`src/rtl/bcd_counter_multi.sv`:
```
// Multi-digit BCD up/down counter with built-in prescaler,
// wrap/saturate limits, parallel load and status flags.
module bcd_counter_multi #(
  parameter int NUM_DIGITS = 4,
  parameter int DIV_RATIO  = 100000000,
  localparam int DIV_W =
    (DIV_RATIO > 1) ? $clog2(DIV_RATIO) : 1
) (
  input  logic                    clk,
  input  logic                    rst,
  input  logic                    en,
  input  logic                    up_down,
  input  logic                    sat_mode,
  input  logic                    clear,
  input  logic                    load,
  input  logic [4*NUM_DIGITS-1:0] load_value,
  output logic [4*NUM_DIGITS-1:0] count,
  output logic                    tick,
  output logic                    carry,
  output logic                    at_max,
  output logic                    at_min,
  output logic                    load_err
);

  localparam int CW = 4 * NUM_DIGITS;
  localparam logic [DIV_W-1:0] DIV_LAST =
    DIV_W'(DIV_RATIO - 1);

  logic [DIV_W-1:0] psc_q;
  logic [CW-1:0]    count_q;
  logic             psc_last;

  logic [CW-1:0]    inc_val;
  logic [CW-1:0]    dec_val;
  logic [CW-1:0]    ld_val;
  logic             ld_bad;
  logic             all9;
  logic             all0;
  logic             cy;
  logic             bw;
  logic [3:0]       dig;
  logic [3:0]       ldig;

  assign psc_last = (psc_q == DIV_LAST);

  // cy/bw ripple from digit 0 upward; their final value
  // doubles as the all-nines / all-zeros detect.
  always_comb begin
    inc_val = '0;
    dec_val = '0;
    ld_val  = '0;
    ld_bad  = 1'b0;
    cy      = 1'b1;
    bw      = 1'b1;
    dig     = '0;
    ldig    = '0;
    for (int i = 0; i < NUM_DIGITS; i++) begin
      dig = count_q[4*i +: 4];
      if (cy)
        inc_val[4*i +: 4] =
          (dig == 4'd9) ? 4'd0 : dig + 4'd1;
      else
        inc_val[4*i +: 4] = dig;
      if (bw)
        dec_val[4*i +: 4] =
          (dig == 4'd0) ? 4'd9 : dig - 4'd1;
      else
        dec_val[4*i +: 4] = dig;
      cy = cy & (dig == 4'd9);
      bw = bw & (dig == 4'd0);
      ldig = load_value[4*i +: 4];
      if (ldig > 4'd9) begin
        ld_val[4*i +: 4] = 4'd0;
        ld_bad           = 1'b1;
      end else begin
        ld_val[4*i +: 4] = ldig;
      end
    end
    all9 = cy;
    all0 = bw;
  end

  always_ff @(posedge clk or posedge rst) begin
    if (rst) begin
      count_q  <= '0;
      psc_q    <= '0;
      tick     <= 1'b0;
      carry    <= 1'b0;
      load_err <= 1'b0;
    end else begin
      tick     <= 1'b0;
      carry    <= 1'b0;
      load_err <= 1'b0;
      if (clear) begin
        count_q <= '0;
        psc_q   <= '0;
      end else if (load) begin
        count_q  <= ld_val;
        psc_q    <= '0;
        load_err <= ld_bad;
      end else if (en) begin
        if (psc_last) begin
          psc_q <= '0;
          tick  <= 1'b1;
          if (up_down) begin
            if (!(all9 && sat_mode))
              count_q <= inc_val;
            carry <= all9 & ~sat_mode;
          end else begin
            if (!(all0 && sat_mode))
              count_q <= dec_val;
            carry <= all0 & ~sat_mode;
          end
        end else begin
          psc_q <= psc_q + DIV_W'(1);
        end
      end
    end
  end

  assign count  = count_q;
  assign at_max = all9;
  assign at_min = all0;

endmodule

```
`config.mk`:
```
export PLATFORM = sky130hd
export DESIGN_NAME = bcd_counter_multi
export DESIGN_NICKNAME = d
export VERILOG_FILES = /design/src/rtl/bcd_counter_multi.sv
export SDC_FILE = /design/constraint.sdc
export NUM_CORES = 1
export LEC_CHECK = 0
export ABC_AREA = 1
export ABC_CLOCK_PERIOD_IN_PS = 1700
export BUFFER_PORTS_ARGS = -buffer_cell sky130_fd_sc_hd__buf_2
export CORE_MARGIN = 4
export CORE_UTILIZATION = 45
export CTS_BUF_LIST = sky130_fd_sc_hd__clkbuf_8
export DETAILED_ROUTE_END_ITERATION = 8
export MAX_ROUTING_LAYER = met4
export PLACE_DENSITY = 0.69
export REMOVE_ABC_BUFFERS = 1
export SYNTH_ARGS = -nofsm -noshare
export SYNTH_HDL_FRONTEND = slang
export SYNTH_SLANG_ARGS = --single-unit
```
`constraint.sdc`:
```
create_clock -name clk -period 1.7 [get_ports clk]
set_input_delay 0.255 -clock clk [delete_from_list [all_inputs] [get_ports clk]]
set_output_delay 0.255 -clock clk [all_outputs]
set_load 0.01 [all_outputs]
```
After elaboration in Yosys (flattened, before gate mapping)
Index checks and enable logic that the tools add are counted.
{"block": "totals", "regBits": 46, "latch_bits": 0, "mem_bits_rw": 0, "rom_bits": 0, "in_bits": 23, "out_inout_bits": 21, "elab_cells": 99, "mem_count": 0}
{"block": "op_classes", "n_addsub": 9, "mul": 0, "div": 0, "order_cmp": 4, "eq_ne": 10, "shifts": 0, "muxes": 44, "n_bitwise": 9, "reduce_logical": 15}
{"cell": "two-way mux 16 bit", "count": 7}
{"cell": "two-way mux 27 bit", "count": 4}
{"cell": "two-way mux 4 bit", "count": 18}
{"cell": "adder 27 x 1 -> 27 bit (second input constant)", "count": 1}
{"cell": "equality test 27 bit (second input constant)", "count": 1}
{"cell": "AND reduction 6 bit", "count": 3}
{"cell": "adder 4 x 1 -> 4 bit (second input constant)", "count": 4}
{"cell": "equality test 4 bit (second input constant)", "count": 4}
{"cell": "greater-than comparator 4 bit (second input constant)", "count": 4}
{"cell": "logical NOT 4 bit", "count": 4}
{"cell": "subtractor 4 x 1 -> 4 bit (second input constant)", "count": 4}
{"cell": "two-way mux 1 bit", "count": 15}
{"cell": "inequality test 4 x 1 -> 1 bit (second input constant)", "count": 3}
{"cell": "nonzero test 4 bit", "count": 3}
{"cell": "bitwise AND 1 bit", "count": 8}
{"cell": "inequality test 4 bit (second input constant)", "count": 2}
{"cell": "nonzero test 3 bit", "count": 2}
{"cell": "AND reduction 4 bit", "count": 1}
{"cell": "logical AND 1 bit", "count": 2}
{"cell": "NOT 1 bit", "count": 1}

Longest topological paths before layout
{"block": "logic_depth", "ltp_word": 11, "depth_mapped": 12, "ltp_nobuf": 12}

Least setup slack after synthesis
OpenSTA, ideal clock, no wires.
{"block": "synth_path", "kind": "register to register", "startpoint": "reg count_q[1], in the netlist count[1]", "endpoint": "reg carry", "setup_time_ns": 0.077, "t_arrival_ns": 1.581, "required_ns": 1.623, "setup_slack_ns": 0.041, "path_stages_with_launch": 9, "cell_sequence": "dfrtp_1 inv_1 ha_1 nand3_2 nor2_2 nand2_1 nor3_1 nand2_1 a21oi_1"}
{"block": "synth_between", "elab_chain_len": 10, "elab_cells_between_ends": 15, "classes_between": "eq/ne: 1; mux: 5; bitwise: 8; reduce/logical: 1"}
{"item": "from (decl)", "line": "30", "rtl": "logic [CW-1:0] count_q;"}
{"item": "from (signal assigned)", "line": "98", "rtl": "count_q <= ld_val;"}
{"item": "from (signal assigned)", "line": "107", "rtl": "count_q <= inc_val;"}
{"item": "from (signal assigned)", "line": "111", "rtl": "count_q <= dec_val;"}
{"item": "equality test 4 bit", "line": "69", "rtl": "cy = cy & (dig == 4'd9);"}
{"item": "bitwise AND 1 bit (3 in series)", "line": "69"}
{"item": "net at_max", "line": "20", "rtl": "output logic at_max,"}
{"item": "bitwise AND 1 bit", "line": "108", "rtl": "carry <= all9 & ~sat_mode;"}
{"item": "two-way mux 1 bit", "line": "105", "rtl": "if (up_down) begin"}
{"item": "two-way mux 1 bit", "line": "102", "rtl": "if (psc_last) begin"}
{"item": "two-way mux 1 bit", "line": "101", "rtl": "end else if (en) begin"}
{"item": "two-way mux 1 bit", "line": "97", "rtl": "end else if (load) begin"}
{"item": "two-way mux 1 bit", "line": "94", "rtl": "if (clear) begin"}
{"item": "to (signal assigned)", "line": "108"}
{"item": "to (signal assigned)", "line": "112", "rtl": "carry <= all0 & ~sat_mode;"}
{"item": "to (decl)", "line": "19", "rtl": "output logic carry,"}
The timed path passes the listed nets, and every way through them passes these cells.
A chain may end at the register's enable or synchronous reset.

Worst setup path after layout
{"block": "layout_path", "startpoint": "reg count_q[1], in the netlist count[1]", "endpoint": "out at_min"}
{"block": "layout_between", "elab_chain_len": 4}
{"item": "logical NOT 4 bit", "line": "70", "rtl": "bw = bw & (dig == 4'd0);"}
{"item": "bitwise AND 1 bit (3 in series)", "line": "70"}
{"item": "to (decl)", "line": "21", "rtl": "output logic at_min,"}
No other way between the ends.

==> flow_summary.ini <==
[run_status]
status = finished with violations
violations = setup timing

[synth]
yosys_warnings = 0
synth_compound_area_share_pct = 14.4
yosysSeqAreaShare_pct = 33.3
synth_area_leaders = dfrtp_1 33%, nand2_1 14%, nor2_1 7.8%
netlist_area_sq_mm = 0.00345
synth_top_area_share_pct = 33.3
synth_edf_count = 0
synth.avg_cell_area_sq_um = 6.73
syn_inst = 513
synth_xor_area_share_pct = 2.03
synth_flop_cell = dfrtp_1
synth_simple_gate_area_share_pct = 37.7
synth_fa_ha_area_share_pct = 3.62
synth_top_family_by_area = simple AND/OR/NAND/NOR gates
async_flop_share_pct = 100
synth_mux_area_share_pct = 0
ys_ff_latch = 46
synth_top_area_cell = dfrtp_1
synth_cell_type_count = 38

[final_layout]
fin_nets = 642
drive_gt1_share_pct = 31.0
syn_to_final_growth_pct = 32.7
n_fill_cell = 668
n_antenna_cell = 0
post-route-util_pct = 62.1
layoutNonFillerInstCount = 709

[timing]
clock_skew_ps = 10.7
setup_tns_ps = -898
tightestPinTransition_ps = 525
grt_setup_unrepaired = yes
finalHoldViolations = 0
setup_violations = 13
relSlewSlack_pct = 64.6
drv_slew = 0
fin_crit_ps = 1880
fmax_ghz = 0.532
fin_ws_ps = -180
min_period_over_period_pct = 111

[pwr]
p_leak_nw = 2.20
power.density_mw_per_mm2 = 647
max-vdd-ir-drop_uv = 418

[floorplan]
rows = 31
dieArea_sq_mm = 0.00914
ios = 44
die-height_um = 95.6
coreArea_sq_mm = 0.00737
die_w_um = 95.6
start_util_pct = 46.8

[flow_run]
drv_cap = 0

[clocking]
cts_buffer_depth = 2
cts_made_buffers = 5
clk_latency_ps = 310
cts-htree-levels = 2
cts_num_sinks = 46
clockRootBuffer = clkbuf_8
cts_tree = built
clkTransAtPathRegs_ps = 100

[global_routing]
grtUsageTotal_pct = 22.1
grt_pass1_vias = 3387
grt_overflow = 0
grt_max_degree = 29
grt_pass1_wl_um = 15600
antenna_found_initial = 0

[hold_path]
min_from = sat_mode
hold_path_class = primary input to flip-flop

[placed_design]
dp_hpwl_um = 7020
io_buffers = 43
gp_congestion = 0.883
placed_cells = 684

[drt]
drt-initial-drc-count = 279
ant_nets = 0
drc = 0
via_per_inst = 5.31
drt_first_pass_iters = 5
totalWireLength_um = 10000
wl_per_cell_um = 14.1
vias = 3763

[critical_path]
worstSetupEndpointType = output port
worstSetupStartpoint = count[1]$_DFFE_PP0P_
start_kind = flip-flop
cp_max_fo = 3
r2r-start = count[5]$_DFFE_PP0P_
cp.arrival_ps = 1630
required_ps = 1440
critPathKind = flip-flop to output port
final cells by class:
class                      instances  area [sq um]  area share, %
clock inverter                     3          17.5          0.383
tap                               99           124           2.70
timing repair buffer              98           684           14.9
multi-input combinational        393          2280           49.8
clock buffer                       5          68.8           1.50
inverter                          65           249           5.44
sequential                        46          1150           25.2
kinds of logic after synthesis:
| kind of cell | Yosys count |
|---|---|
| adders and majority gates | 10 |
| DFF | 46 |
| and+or+nand+nor | 287 |
| buffers and inverters | 74 |
| AOI/OAI and AO/OA | 88 |
| xor gates and xnor gates | 8 |
repair_timing:
action / in CTS / in global routing
pin swaps: 8 / 39
endpoints found under the hold margin: 18 / 0
hold buffers: 1 / 0
resized for setup: 30 / 60
endpoints found under the setup margin: 13 / 44
setup buffers: 3 / 13
cell usage in the layout (no fill, tap or decap), types with 5 or more instances in the layout:
master,count
a21oi_1,22
a31oi_1,7
buf_2,42
buf_4,46
buf_6,7
clkbuf_8,5
dfrtp_1,44
ha_1,5
inv_1,55
inv_2,10
nand2_1,111
nand2_2,19
nand2_4,5
nand3_1,38
nand3_4,7
nand4_1,11
nor2_1,59
nor2_2,11
nor2_4,10
nor3_1,5
o21ai_0,26
o21ai_1,16
o21ai_2,5
xor2_1,6
metrics by stage:
stage	total power, W	worst slack (ps)	instance area [sq um]	hold WS, ps
global placement	0.00202	-3.97	4030	279
floorplan	0.00168	41.0	3390	389
detailed placement	0.00204	-13.6	4030	285
CTS	0.00283	-199	4270	197
finish	0.00296	-180	4580	216
global route	0.00313	-230	4580	233
sequential cells by signal, summed over array words and instances, names as in the netlist:
signal / flops
carry: 1
count: 16
load_err: 1
psc_q: 27
tick: 1
synth_stat cells, types with 7 or more instances:
cell type,count
nand2_1,131
nor2_1,72
inv_1,63
dfrtp_1,46
nand3_1,43
o21ai_0,29
a21oi_1,23
o21ai_1,15
nand4_1,11
ha_1,10
a31oi_1,7
nor3_1,7
power breakdown:
part	leakage (nW)	switching, W	internal (W)
sequential	0.625	0.0000692	0.00114
clock	0.0493	0.000412	0.000286
combinational	1.52	0.000594	0.000457
worst paths after layout:
check	end	slack (ps)	cells past startpoint
hold reg to reg	psc_q[15]$_DFFE_PP0N_	470	1
hold / removal	carry$_DFF_PP0_	220	4
min in group asynchronous	psc_q[23]$_DFFE_PP0N_	490	3
max in group asynchronous	count[2]$_DFFE_PP0P_	710	4
setup reg to reg	count[7]$_DFFE_PP0P_	-110	14
setup / recovery	at_min	-180	10
critical path, stage by stage, from the launching register on:
cell	delay (ps)
dfrtp_1	420
inv_2	90
buf_6	110
ha_4	140
nand2_4	70
nor2_4	130
nand2_2	70
inv_2	60
nand2_2	50
inv_2	60
buf_6	100
layer usage:
metal | wire (um) | global-route usage (%) | vias to the layer above
met4 | 148 | 5.81 | 0
met5 | 0 | - | -
li1 | - | - | 1877
met2 | 4640 | 33.1 | 139
met1 | 4570 | 31.3 | 1730
met3 | 637 | 3.31 | 17
Power figures use the tool's default switching activity.
